[src/rtl/pwm_demod_pkg.sv]
`default_nettype none
// ============================================================
// pwm_demod_pkg : shared state encoding and default sizing.
// Rev 1.0
// ============================================================
package pwm_demod_pkg;

  typedef enum logic [0:0] {
    SEARCH = 1'b0,
    TRACK  = 1'b1
  } state_e;

  localparam int PERIOD_LOG2_DEF    = 8;
  localparam int TIMEOUT_FRAMES_DEF = 2;

endpackage : pwm_demod_pkg
`default_nettype wire

[src/rtl/pwm_edge_sync.sv]
`default_nettype none
// ============================================================
// pwm_edge_sync : 2-flop synchronizer plus rising-edge detector.
// Rev 1.0
// ============================================================
module pwm_edge_sync
  import pwm_demod_pkg::*;
(
  input  logic clk,
  input  logic reset,
  input  logic pwm_in,
  output logic s,
  output logic rise
);

  logic       sync1_q, sync1_d;
  logic       sync2_q, sync2_d;
  logic       prev_q, prev_d;
  logic [1:0] warm_q, warm_d;

  always_comb begin
    sync1_d = pwm_in;
    sync2_d = sync1_q;
    prev_d  = sync2_q;
    warm_d  = (warm_q == 2'd3) ? warm_q : warm_q + 2'd1;
  end

  always_ff @(posedge clk) begin
    if (reset) begin
      sync1_q <= 1'b0;
      sync2_q <= 1'b0;
      prev_q  <= 1'b0;
      warm_q  <= 2'd0;
    end else begin
      sync1_q <= sync1_d;
      sync2_q <= sync2_d;
      prev_q  <= prev_d;
      warm_q  <= warm_d;
    end
  end

  // An input already high at reset release must not look like a frame start,
  // so edges are ignored until both the pipe and the history flop hold real samples.
  assign s    = sync2_q;
  assign rise = sync2_q & ~prev_q & (warm_q == 2'd3);

endmodule : pwm_edge_sync
`default_nettype wire

[src/rtl/pwm_demod.sv]
`default_nettype none
// ============================================================
// pwm_demod : recovers the duty level of a free-running PWM stream.
// Optional PWM_DEMOD_FILTER_EN: report mean of last 4 levels. Rev 1.0
// ============================================================
module pwm_demod
  import pwm_demod_pkg::*;
#(
  parameter int PERIOD_LOG2    = PERIOD_LOG2_DEF,
  parameter int TIMEOUT_FRAMES = TIMEOUT_FRAMES_DEF
) (
  input  logic                   clk,
  input  logic                   reset,
  input  logic                   pwm_in,
  output logic [PERIOD_LOG2-1:0] level_out,
  output logic                   level_valid,
  output logic                   locked,
  output logic                   sync_err
);

  localparam int P      = PERIOD_LOG2;
  localparam int MISS_W = $clog2(TIMEOUT_FRAMES + 1);
  localparam int TMR_W  = P + MISS_W;
  localparam logic [P-1:0]      POS_MAX   = '1;
  localparam logic [TMR_W-1:0]  TMR_LAST  = TMR_W'(TIMEOUT_FRAMES * (2 ** P) - 1);
  localparam logic [MISS_W-1:0] MISS_LAST = MISS_W'(TIMEOUT_FRAMES - 1);

  logic s, rise;

  pwm_edge_sync u_edge_sync (
    .clk    (clk),
    .reset  (reset),
    .pwm_in (pwm_in),
    .s      (s),
    .rise   (rise)
  );

  state_e            state_q, state_d;
  logic [P-1:0]      pos_q, pos_d;
  logic [P:0]        hi_cnt_q, hi_cnt_d;
  logic [P:0]        hi_sum;
  logic [TMR_W-1:0]  tmr_q, tmr_d;
  logic [MISS_W-1:0] miss_q, miss_d;
  logic              edge_seen_q, edge_seen_d;
  logic              level_valid_q, sync_err_q, sync_err_d;
  logic              lvl_stb;
  logic [P-1:0]      lvl_new;
  logic [P-1:0]      level_q, level_d;

  always_comb begin
    state_d     = state_q;
    pos_d       = pos_q;
    hi_cnt_d    = hi_cnt_q;
    tmr_d       = tmr_q;
    miss_d      = miss_q;
    edge_seen_d = edge_seen_q;
    sync_err_d  = 1'b0;
    lvl_stb     = 1'b0;
    lvl_new     = '0;
    hi_sum      = hi_cnt_q + (P+1)'(s);
    case (state_q)
      SEARCH: begin
        pos_d       = '0;
        hi_cnt_d    = '0;
        miss_d      = '0;
        edge_seen_d = 1'b0;
        if (rise) begin
          state_d     = TRACK;
          pos_d       = P'(1);
          hi_cnt_d    = (P+1)'(1);
          edge_seen_d = 1'b1;
          tmr_d       = '0;
        end else if (tmr_q == TMR_LAST) begin
          tmr_d   = '0;
          lvl_stb = 1'b1;
          lvl_new = {P{s}};
        end else begin
          tmr_d = tmr_q + 1'b1;
        end
      end
      TRACK: begin
        tmr_d = '0;
        if (rise && (pos_q != '0)) begin
          // Misplaced edge: drop the partial frame and realign on this sample.
          sync_err_d  = 1'b1;
          pos_d       = P'(1);
          hi_cnt_d    = (P+1)'(1);
          edge_seen_d = 1'b1;
        end else if (pos_q == POS_MAX) begin
          lvl_stb     = 1'b1;
          lvl_new     = hi_sum[P] ? POS_MAX : hi_sum[P-1:0];
          pos_d       = '0;
          hi_cnt_d    = '0;
          edge_seen_d = 1'b0;
          if (edge_seen_q) begin
            miss_d = '0;
          end else if (miss_q == MISS_LAST) begin
            state_d = SEARCH;
            miss_d  = '0;
          end else begin
            miss_d = miss_q + 1'b1;
          end
        end else begin
          pos_d    = pos_q + 1'b1;
          hi_cnt_d = hi_sum;
          if (pos_q == '0) edge_seen_d = rise;
        end
      end
      default: state_d = SEARCH;
    endcase
  end

  always_ff @(posedge clk) begin
    if (reset) begin
      state_q       <= SEARCH;
      pos_q         <= '0;
      hi_cnt_q      <= '0;
      tmr_q         <= '0;
      miss_q        <= '0;
      edge_seen_q   <= 1'b0;
      level_valid_q <= 1'b0;
      sync_err_q    <= 1'b0;
      level_q       <= '0;
    end else begin
      state_q       <= state_d;
      pos_q         <= pos_d;
      hi_cnt_q      <= hi_cnt_d;
      tmr_q         <= tmr_d;
      miss_q        <= miss_d;
      edge_seen_q   <= edge_seen_d;
      level_valid_q <= lvl_stb;
      sync_err_q    <= sync_err_d;
      level_q       <= level_d;
    end
  end

`ifdef PWM_DEMOD_FILTER_EN
  // hist_q[0] is the newest stored level; a SEARCH timeout restarts the history.
  logic [2:0][P-1:0] hist_q, hist_d;
  logic [P+1:0]      sum;

  always_comb begin
    hist_d  = hist_q;
    level_d = level_q;
    sum     = '0;
    if (lvl_stb) begin
      if (state_q == SEARCH) begin
        sum    = {2'b00, lvl_new};
        hist_d = {{(2*P){1'b0}}, lvl_new};
      end else begin
        sum    = {2'b00, hist_q[0]} + {2'b00, hist_q[1]} + {2'b00, hist_q[2]} + {2'b00, lvl_new};
        hist_d = {hist_q[1:0], lvl_new};
      end
      level_d = P'(sum >> 2);
    end
  end

  always_ff @(posedge clk) begin
    if (reset) hist_q <= '0;
    else       hist_q <= hist_d;
  end
`else
  always_comb begin
    level_d = lvl_stb ? lvl_new : level_q;
  end
`endif

  assign level_out   = level_q;
  assign level_valid = level_valid_q;
  assign sync_err    = sync_err_q;
  assign locked      = (state_q == TRACK);

endmodule : pwm_demod
`default_nettype wire

[config.mk]
export PLATFORM = sky130hd
export DESIGN_NAME = pwm_demod
export DESIGN_NICKNAME = d
export VERILOG_FILES = /design/src/rtl/pwm_demod_pkg.sv /design/src/rtl/pwm_edge_sync.sv /design/src/rtl/pwm_demod.sv
export SDC_FILE = /design/constraint.sdc
export NUM_CORES = 1
export LEC_CHECK = 0
export ABC_AREA = 0
export BUFFER_PORTS_ARGS = -buffer_cell sky130_fd_sc_hd__buf_2
export CORE_MARGIN = 1.5
export CORE_UTILIZATION = 45
export CTS_CLUSTER_SIZE = 16
export DETAILED_ROUTE_END_ITERATION = 12
export PLACE_DENSITY = 0.64
export SYNTH_ARGS = -nofsm -noshare
export SYNTH_HDL_FRONTEND = slang
export SYNTH_SLANG_ARGS = --single-unit
[constraint.sdc]
create_clock -name clk -period 3.1 [get_ports clk]
set_input_delay 0.465 -clock clk [delete_from_list [all_inputs] [get_ports clk]]
set_output_delay 0.465 -clock clk [all_outputs]
set_load 0.03 [all_outputs]
# Word-level counts from Yosys, hierarchy flattened
# Cells that the tools add are included.
# word_totals
ff_bits	46
in_bits	3
output_inout_bits	11
word_cells	72
# op_classes
addsub	5
n_eq_ne	7
mux	38
bitwise	4
reduce_logical	5
# ops
op	count
two-way mux 8 bit	7
case mux 8 bit (2 select lines)	2
two-way mux 10 bit	2
case mux 10 bit (2 select lines)	1
two-way mux 9 bit	2
case mux 9 bit (2 select lines)	1
two-way mux 1 bit	15
adder 10 x 1 -> 10 bit, second input constant	1
== test 10 x 9 -> 1 bit, second input constant	1
adder 9 x 1 -> 9 bit	1
adder 8 x 1 -> 8 bit, second input constant	1
== test 8 bit, second input constant	1
zero test 8 bit	1
two-way mux 2 bit	4
nonzero test 8 bit	1
case mux 1 bit (2 select lines)	3
adder 2 x 1 -> 2 bit, second input constant	2
inequality test 4 x 1 -> 1 bit, second input constant	1
case mux 2 bit (2 select lines)	1
AND 1 bit	2
== test 2 x 1 -> 1 bit, second input constant	1
== test 2 bit, second input constant	1
inequality test 2 x 1 -> 1 bit, second input constant	1
inequality test 2 bit, second input constant	1
4 further kinds	5

# Logic depth before layout (Yosys ltp)
# Gate-level depths: netlist (run 1).
# depth
depth_word	7
mapped_depth	8
ltp_nobuf	7

# Hierarchy
# From an unflattened synthesis (run 1), not the netlist that was laid out.
# hier_totals
cells_unflattened	221
area_unflattened_um2	1969.4
# modules_own_cells
mod	n_inst	cells_per_inst	area_per_inst_um2	seq_area_each_um2
pwm_demod	1	206	1804.2	820.8
pwm_edge_sync	1	15	165.2	100.1

# Worst setup path before layout (run 1)
# OpenSTA, ideal clock, no wires.
# synth_timing
path_type	reg-to-reg
start	reg pos_q[0]
end	reg level_q[3], in the netlist level_out[3]
setup_time_ps	63
arrival_ps	1871
required_ps	3037
setup_slack_ps	1166
path_stages_with_launch	9
path_buffers	1
period_less_slack_ps	1934
cell_sequence	dfxtp_1 > inv_1 > ha_1 > or4b_4 > o41ai_4 > nand3_2 > buf_6 > a211o_1 > nand3_1
# synth_via
elab_chain_len	4
word_cells_on_any_way	9
classes_between	eq/ne: 1; mux: 6; reduce/logical: 2
# synth_lines
element	line_no	rtl
start, declared	pwm_demod.sv:39	logic [P-1:0] pos_q, pos_d;
start signal, assigned	pwm_demod.sv:126	pos_q <= pos_d;
== test 8 bit or nonzero test 8 bit (tied branches)	pwm_demod.sv:89, pwm_demod.sv:83	
two-way mux 8 bit, or another cell as far along	pwm_demod.sv:89	end else if (pos_q == POS_MAX) begin
two-way mux 8 bit or two-way mux 1 bit (tied branches)	pwm_demod.sv:83	if (rise && (pos_q != '0)) begin
case mux 8 bit (2 select lines) or case mux 1 bit (2 select lines) (tied branches)	pwm_demod.sv:61	case (state_q)
end signal, assigned	pwm_demod.sv:133	level_q <= level_d;
end, declared	pwm_demod.sv:48	logic [P-1:0] level_q, level_d;
# Several ways; a longest one is shown, not always the timed one.
# A chain may end at the register's enable or synchronous reset.

# Worst setup path in the final report (run 1)
# layout_timing
start	reg pos_q[0]
end	reg level_q[4], in the netlist level_out[4]
# Same word-level chain as after synthesis.

==> results.cfg, run 1 <==
[worst_setup_path]
startpoint_type = flip-flop
critical-path-slowest-cell = or4b_4
r2r_cells = 7
critPathMaxFanout = 12
r2r-start = pos_q[0]$_SDFF_PP0_
critPathKind = flip-flop to flip-flop
crit_required_ps = 3330
critPathArrivalTime_ps = 2470
ff2ff_setup_slack_ps = 850
setup.worst_path.end = level_out[4]$_SDFFE_PP0P_
r2r-end = level_out[4]$_SDFFE_PP0P_
endpoint_kind = flip-flop
path_cells = inv_1 > ha_1 > or4b_4 > o41ai_4 > nand3_2 > a211o_2 > a31oi_1
worstSetupStartpoint = pos_q[0]$_SDFF_PP0_
cpPeakStageDelay_ps = 470

[timing]
period_minus_slack_ps = 2250
finalSetupViolCount = 0
finalSetupTns_ps = 0
finalHoldViolCount = 0
slew_viol_final = 0
clock.fmax_ghz = 0.445
max_slew.worst_pin.slew_ps = 587
relSlewSlack_pct = 60.8
grt_setup_unrepaired = false
fin_crit_sh_pct = 72.4
skew_ps = 8.98

[clocking]
cts_buffer_depth = 2
htree_levels = 2
cts_made_buffers = 5
cts_resized = 0
cts_tree = yes
cts_setup_buffers = 0
clock_sinks = 46
root_buffer = clkbuf_8
clk_pin_slew_ps = 90
ctsHoldBuffers = 0
clock_latency_ps = 290

[logic_synthesis]
ys_warn_count = 0
synth_seq_area_share_pct = 45.1
netlist_area_mm2 = 0.00204
syn_inst = 224
syn_nets = 233
syn-mean-instance-area_um2 = 9.11
synth_cell_types = 40
synth_seq_cells = 46

[routing]
first_iter_violations = 68
wl_per_cell_um = 12.5
avgViaCountPerCell = 5.36
drc_errors = 0
dr.pass1.iters = 4
final_antenna_net_count = 0
drt_wl_total_um = 3580
vias = 1539

[power_and_ir_drop]
leakagePower_nw = 0.833
ir_drop_uv = 359
p_per_area_mw_per_mm2 = 487

[finish]
nNetsFinal = 243
antenna_cells = 0
final_util_pct = 51.3
synthToLayoutAreaGrowth_pct = 9.38
fillCellCount = 416
drive_above_1_share_pct = 11.9

[flow_run]
cap_violations = 0

[min_path]
hp-class = input pin to flip-flop
hp-start = pwm_in

[global_routing]
grt_max_degree = 28
gr-total-overflow = 0
antenna_found_initial = 0
first_global_vias = 1421
grt_pass1_wl_um = 6230
grt_usage_pct = 15.7

[floorplan]
io_pins = 14
core_mm2 = 0.00435
dieArea_mm2 = 0.00495
row_count = 24
die_w_um = 70.3
die_h_um = 70.3
start_util_pct = 46.9

[status]
status = completed

[placed_design]
hpwl_um = 2550
port_buffers = 13
place_congestion = 0.773
final cells by class:
cell class | instances | area, um^2 | share of cell area [%]
clock buffers | 6 | 72.6 | 3.25
inverters | 6 | 22.5 | 1.01
multi-input cells | 162 | 1050 | 47.0
clock inverters | 2 | 37.5 | 1.68
repair buffers | 13 | 65.1 | 2.91
well taps | 52 | 65.1 | 2.91
flip-flops and latches | 46 | 921 | 41.3
where the power goes:
| part | switching, mW | internal [mW] |
|---|---|---|
| combinational | 0.0214 | 0.0171 |
| clock | 0.196 | 0.241 |
| sequential | 0.00875 | 0.603 |
metrics by stage:
stage | instance area [um^2] | std cells | power, mW | setup WS (ps) | hold slack, ps
2_1_floorplan | 2040 | 224 | 0.657 | 1170 | 414
3_3_place_gp | 2120 | 279 | 0.663 | 902 | 419
3_5_place_dp | 2120 | 279 | 0.665 | 845 | 427
4_1_cts | 2230 | 287 | 1.10 | 822 | 385
5_1_grt | 2230 | 287 | 1.14 | 679 | 382
6_report | 2230 | 287 | 1.09 | 854 | 391
how the worst min path moves through the flow:
stage,end,cells after the start
global route,u_edge_sync.sync1_q$_SDFF_PP0_,2
detailed placement,u_edge_sync.s$_SDFF_PP0_,1
finish,u_edge_sync.sync1_q$_SDFF_PP0_,2
CTS,u_edge_sync.sync1_q$_SDFF_PP0_,2
floorplan,u_edge_sync.s$_SDFF_PP0_,1
global placement,u_edge_sync.s$_SDFF_PP0_,1
cells in the mapped netlist (all sizes together):
master  count  area (um^2)
o41ai       1         27.5
buf         4         26.3
o21ai       5         25.0
a311oi      1         8.76
dfxtp      46          921
and3        5         33.8
nand4b      5         43.8
o211a       1         10.0
nand4       2         12.5
nor3        5         25.0
a211o       3         28.8
a211oi      1         7.51
nor4        1         6.26
nand3b      1         7.51
o311ai      1         8.76
a31oi       3         18.8
nand2      13         48.8
a41oi       1         8.76
nor2       33          124
xnor2      12          105
or3         1         6.26
a21oi       5         25.0
mux2i       2         20.0
nand3      24          125
o211ai      3         22.5
ha          6         75.1
xor2       13          114
and4        4         36.3
nor2b       5         31.3
nand2b      2         12.5
or4b        1         13.8
inv         6         22.5
and3b       1         8.76
nor3b       1         7.51
clkbuf      6         22.5
registers in the layout, indices dropped and copies added, names as in the netlist:
register,cells
level_valid,1
u_edge_sync.s,1
hi_cnt_q,9
edge_seen_q,1
level_out,8
pos_q,8
locked,1
u_edge_sync.sync1_q,1
tmr_q,10
u_edge_sync.warm_q,2
miss_q,2
sync_err,1
u_edge_sync.prev_q,1
kinds of logic (layout without fill, tap and decap cells):
| family | count (synthesis) | count (layout) | synth area share, % |
|---|---|---|---|
| simple gates | 104 | 104 | 26.6 |
| flops | 46 | 46 | 45.1 |
| compound gates | 25 | 25 | 9.38 |
| xor+xnor | 25 | 25 | 10.7 |
| buf+inv | 16 | 27 | 3.49 |
| fa+ha+maj | 6 | 6 | 3.68 |
| mux | 2 | 2 | 0.981 |
layer usage:
layer	GRT usage, %	vias to the layer above	routed length [um]
li1	-	801	-
met1	20.8	712	1910
met2	24.6	22	1540
met3	4.33	4	100
met4	5.13	0	34
met5	0	-	0
cell usage in the layout (no fill, tap or decap), drive strengths merged, types with 2 or more instances in the layout:
master  count
nand4b      5
and3        5
nand4       2
o21ai       5
nand3      24
inv         6
o211ai      3
clkbuf      6
xnor2      12
xor2       13
mux2i       2
nor2b       5
a31oi       3
buf        13
dfxtp      46
a211o       3
nor2       33
nand2      13
and4        4
nand2b      2
a21oi       5
ha          6
nor3        5
worst max-delay path, delay by kind of cell, from the launching register on:
kind                     cells  cell delay, ps
AO/OA/AOI/OAI                3             820
adder cells (fa/ha/maj)      1             140
flip-flops                   1             330
buffers and inverters        1              90
AND/OR/NAND/NOR              2             790
(Power assumes the default switching activity.)
==> run 2, diff against run 1 <==
==> constraint.sdc (replaced) <==
create_clock -name clk -period 2.2 [get_ports clk]
set_input_delay 0.33 -clock clk [delete_from_list [all_inputs] [get_ports clk]]
set_output_delay 0.33 -clock clk [all_outputs]
set_load 0.03 [all_outputs]
==> results.cfg, run 2 (synthesis gave the netlist of run 1 again) <==
[routing]
wl_per_cell_um = 13.0
final_antenna_net_count = 0
avgViaCountPerCell = 5.36
first_iter_violations = 59
dr.pass1.iters = 4
drt_wl_total_um = 3780
drc_errors = 0
vias = 1566

[finish]
synthToLayoutAreaGrowth_pct = 10.9
final_cell_mix = dfxtp_1, nor2_1, nand3_1
antenna_cells = 0
regArea_um2 = 923
layout_commonest_cell = dfxtp_1
fillCellCount = 412
drive_above_1_share_pct = 15.8
regMostFlops = tmr_q
stdcell_count = 292
final_util_pct = 52.0
nNetsFinal = 250
multi_input_area_mm2 = 0.00105
stdcell_area_mm2 = 0.00226
largest_reg_flops = 10
reg_top3 = tmr_q: 10 flops, hi_cnt_q: 9 flops

[clocking]
htree_levels = 2
root_buffer = clkbuf_8
clock_sinks = 46
cts_made_buffers = 5
clk_pin_slew_ps = 80
clock_latency_ps = 290
cts_buffer_depth = 2
ctsHoldBuffers = 0
cts_tree = yes

[power_and_ir_drop]
seqPwrFrac_pct = 60.5
p_per_area_mw_per_mm2 = 628
p_int_mw = 1.12
ir_drop_uv = 447
power_switching_uw = 305
leakagePower_nw = 0.860
power_frac_comb_pct = 4.0
sw_frac_of_total_pct = 21.4
finalPower_mw = 1.42
p_clk_share_pct = 35.5

[placed_design]
dp_cells = 284
placed_area_mm2 = 0.00216
place_congestion = 0.771
post-place-ws_ps = 144
port_buffers = 13
hpwl_um = 2740

[min_path]
hp-start = pwm_in
hp-class = input pin to flip-flop

[global_routing]
grt_max_degree = 28
antenna_found_initial = 0
grt_pass1_wl_um = 6620
gr-total-overflow = 0
first_global_vias = 1488
grt_usage_pct = 16.5

[floorplan]
dieArea_mm2 = 0.00495
start_util_pct = 46.9
row_count = 24
core_mm2 = 0.00435
io_pins = 14
die_h_um = 70.3
die_w_um = 70.3

[worst_setup_path]
cpPeakStageDelay_ps = 480
endpoint_kind = flip-flop
worstSetupStartpoint = pos_q[0]$_SDFF_PP0_
critPathKind = flip-flop to flip-flop
path_cells = inv_2 > ha_1 > or4b_4 > o41ai_4 > nand3_2 > buf_6 > a211o_1 > nand3_1
critical-path-slowest-cell = or4b_4
startpoint_type = flip-flop
critPathMaxFanout = 5
r2r-start = pos_q[0]$_SDFF_PP0_
critPathArrivalTime_ps = 2330
crit_required_ps = 2430

[timing]
finalHoldViolCount = 0
grt_setup_unrepaired = false
max_slew.worst_pin.slew_ps = 421
finalSetupViolCount = 0
finalSetupTns_ps = 0
skew_ps = 4.16
hold_ws_ps = 258
period_minus_slack_ps = 2100
slew_viol_final = 0
setup_ws_ps = 101
fin_crit_sh_pct = 95.4
clock.fmax_ghz = 0.476
relSlewSlack_pct = 72.0

[flow_run]
cap_violations = 0

[status]
status = completed
==> run 2: cell types whose count changed in the layout (fill, tap and decap cells not counted), sizes merged <==
| cell | delta |
|---|---|
| buf | +7 |
| clkinvlp | -1 |
| bufinv | -1 |
==> run 2: metal layers <==
metal / vias to the layer above / track usage, % / wire, um
met5: - / 0 / 0
met4: 0 / 7.48 / 73
met3: 7 / 3.17 / 95
met2: 17 / 25.3 / 1670
met1: 731 / 22.5 / 1940
li1: 811 / - / -
==> run 2: critical path, delay by kind of cell, from the launching register on <==
kind	cells	cell delay, ps
fa+ha+maj	1	130
simple gates	3	750
buf+inv	2	230
flops	1	330
compound gates	2	600
==> run 2: cell type report <==
class / count / area share [%]
repair buffers: 20 / 5.36
multi-input cells: 162 / 46.3
clock buffers: 6 / 3.65
flip-flops and latches: 46 / 40.8
inverters: 6 / 0.995
well taps: 52 / 2.87
==> run 2: power by group through the flow <==
stage / Clock, mW / Sequential, mW / Combinational [mW]
floorplan: 0 / 0.879 / 0.0471
global placement: 0 / 0.880 / 0.0552
detailed placement: 0 / 0.880 / 0.0572
CTS: 0.523 / 0.861 / 0.0574
global route: 0.550 / 0.864 / 0.0666
finish: 0.504 / 0.861 / 0.0568
==> run 2: worst paths after layout <==
path | end | slack [ps] | cells after the start
max | level_out[3]$_SDFFE_PP0P_ | 100 | 8
min | u_edge_sync.sync1_q$_SDFF_PP0_ | 260 | 2
max reg2reg | level_out[3]$_SDFFE_PP0P_ | 100 | 8
min reg2reg | u_edge_sync.s$_SDFF_PP0_ | 440 | 1
==> run 2: repair_timing <==
action                                  CTS  global route
resized for setup                         0             5
buffers inserted                          0             2
endpoints found under the setup margin    0             1
hold endpoints to repair                  0             0
==> run 3, diff against run 2 <==
--- a/config.mk
+++ b/config.mk
@@ -12,6 +12,7 @@
 export CTS_CLUSTER_SIZE = 16
 export DETAILED_ROUTE_END_ITERATION = 12
 export PLACE_DENSITY = 0.64
+export REMOVE_ABC_BUFFERS = 1
 export SYNTH_ARGS = -nofsm -noshare
 export SYNTH_HDL_FRONTEND = slang
 export SYNTH_SLANG_ARGS = --single-unit
==> results.cfg, run 3 (synthesis gave the netlist of run 1 again) <==
[routing]
drc_errors = 0
vias = 1513
wirelength_met1_um = 1920
dr.pass1.iters = 4
dr.max_layer_used = met4
avgViaCountPerCell = 5.22
dr_wl_met2_um = 1720
met3_length_um = 126
final_antenna_net_count = 0
first_iter_violations = 53
drt_wl_total_um = 3830
wl_per_cell_um = 13.2

[floorplan]
io_pins = 14
die_w_um = 70.3
core_mm2 = 0.00435
start_util_pct = 46.9
row_count = 24
dieArea_mm2 = 0.00495
die_h_um = 70.3

[power_and_ir_drop]
sw_frac_of_total_pct = 21.9
power_switching_uw = 316
leakagePower_nw = 0.841
power_frac_comb_pct = 3.8
p_clk_share_pct = 36.5
seqPwrFrac_pct = 59.7
ir_drop_uv = 504
finalPower_mw = 1.44
p_per_area_mw_per_mm2 = 641
p_int_mw = 1.13

[timing]
max_slew.worst_pin.slew_ps = 488
skew_ps = 8.80
finalSetupViolCount = 0
finalHoldViolCount = 0
slew_viol_final = 0
relSlewSlack_pct = 67.4
fin_crit_sh_pct = 95.7
setup_ws_ps = 93.9
clock.fmax_ghz = 0.475
period_minus_slack_ps = 2110

[finish]
layout_commonest_cell = dfxtp_1
regMostFlops = tmr_q
final_cell_mix = dfxtp_1, nor2_1, nand3_1
stdcell_count = 290
synthToLayoutAreaGrowth_pct = 10.4
antenna_cells = 0
drive_above_1_share_pct = 13.4
nNetsFinal = 246
largest_reg_flops = 10
final_util_pct = 51.7
stdcell_area_mm2 = 0.00225
reg_top3 = tmr_q: 10 flops, hi_cnt_q: 9 flops

[placed_design]
place_congestion = 0.834
placed_area_mm2 = 0.00214
port_buffers = 13
hpwl_um = 2650
post-place-ws_ps = 104
dp_cells = 282

[global_routing]
gr-total-overflow = 0
grt_pass1_wl_um = 6720
grt_usage_pct = 16.9
antenna_found_initial = 0
grt_max_degree = 28
first_global_vias = 1438

[worst_setup_path]
r2r_cells = 8
critPathArrivalTime_ps = 2260
crit_required_ps = 2360
critPathMaxFanout = 7
startpoint_type = flip-flop
endpoint_kind = flip-flop
critPathKind = flip-flop to flip-flop

[clocking]
clk_pin_slew_ps = 90
ctsHoldBuffers = 0
cts_made_buffers = 5
clock_sinks = 46
clock_latency_ps = 300
htree_levels = 2
cts_buffer_depth = 2
cts_tree = yes
root_buffer = clkbuf_8

[flow_run]
cap_violations = 0

[min_path]
hp-class = input pin to flip-flop
hold_path_depth = 2

[status]
status = completed
==> run 3: cell types whose count changed in the layout (fill, tap and decap cells not counted), moves of 2 or more <==
cell     change
inv_1        +2
buf_4        -3
inv_2        -2
dfxtp_2      -2
dfxtp_1      +2
==> run 3: stage by stage <==
step / hold WS [ps] / setup TNS [ps]
2_1_floorplan: 399 / 0
3_3_place_gp: 444 / 0
3_5_place_dp: 438 / 0
4_1_cts: 251 / 0
5_1_grt: 243 / -19.2
6_report: 251 / 0
==> run 3: cell type report <==
type | count | area, um^2
clock buffer | 7 | 86.3
multi-input combinational | 162 | 1060
clock inverter | 1 | 5.00
sequential | 46 | 921
fill | 401 | 2100
tap | 52 | 65.1
inverter | 6 | 22.5
timing repair buffer | 16 | 87.6
==> run 3: critical path: stages (launching register included) <==
cell and delay, ps:
dfxtp_1 340, inv_1 100, ha_1 150, or4b_4 470
o41ai_4 340, nand3_4 170, buf_4 210, nand4b_1 80
o211ai_1 110
==> run 3: path summary, 6_finish.rpt <==
path,end,start,slack [ps]
max,level_out[2]$_SDFFE_PP0P_,pos_q[0]$_SDFF_PP0_,90
min,u_edge_sync.sync1_q$_SDFF_PP0_,pwm_in,250
max reg2reg,level_out[2]$_SDFFE_PP0P_,pos_q[0]$_SDFF_PP0_,90
min reg2reg,u_edge_sync.s$_SDFF_PP0_,u_edge_sync.sync1_q$_SDFF_PP0_,450
==> run 3: power groups by stage <==
stage	registers (mW)	logic, mW	clock network (mW)
6_report	0.862	0.0545	0.527
5_1_grt	0.864	0.0628	0.582
4_1_cts	0.862	0.0557	0.547
3_5_place_dp	0.882	0.0553	0
3_3_place_gp	0.881	0.0550	0
2_1_floorplan	0.879	0.0396	0
==> run 3: repair_timing <==
action,in CTS,in global routing
endpoints found under the setup margin,0,2
endpoints found under the hold margin,0,0
buffers inserted,0,0
gates resized for setup,0,3
==> run 3: per-layer routing <==
layer | up-vias | global-route usage [%]
met5 | - | 0
met2 | 27 | 25.4
met1 | 676 | 23.1
met3 | 6 | 4.47
met4 | 0 | 6.62
li1 | 804 | -
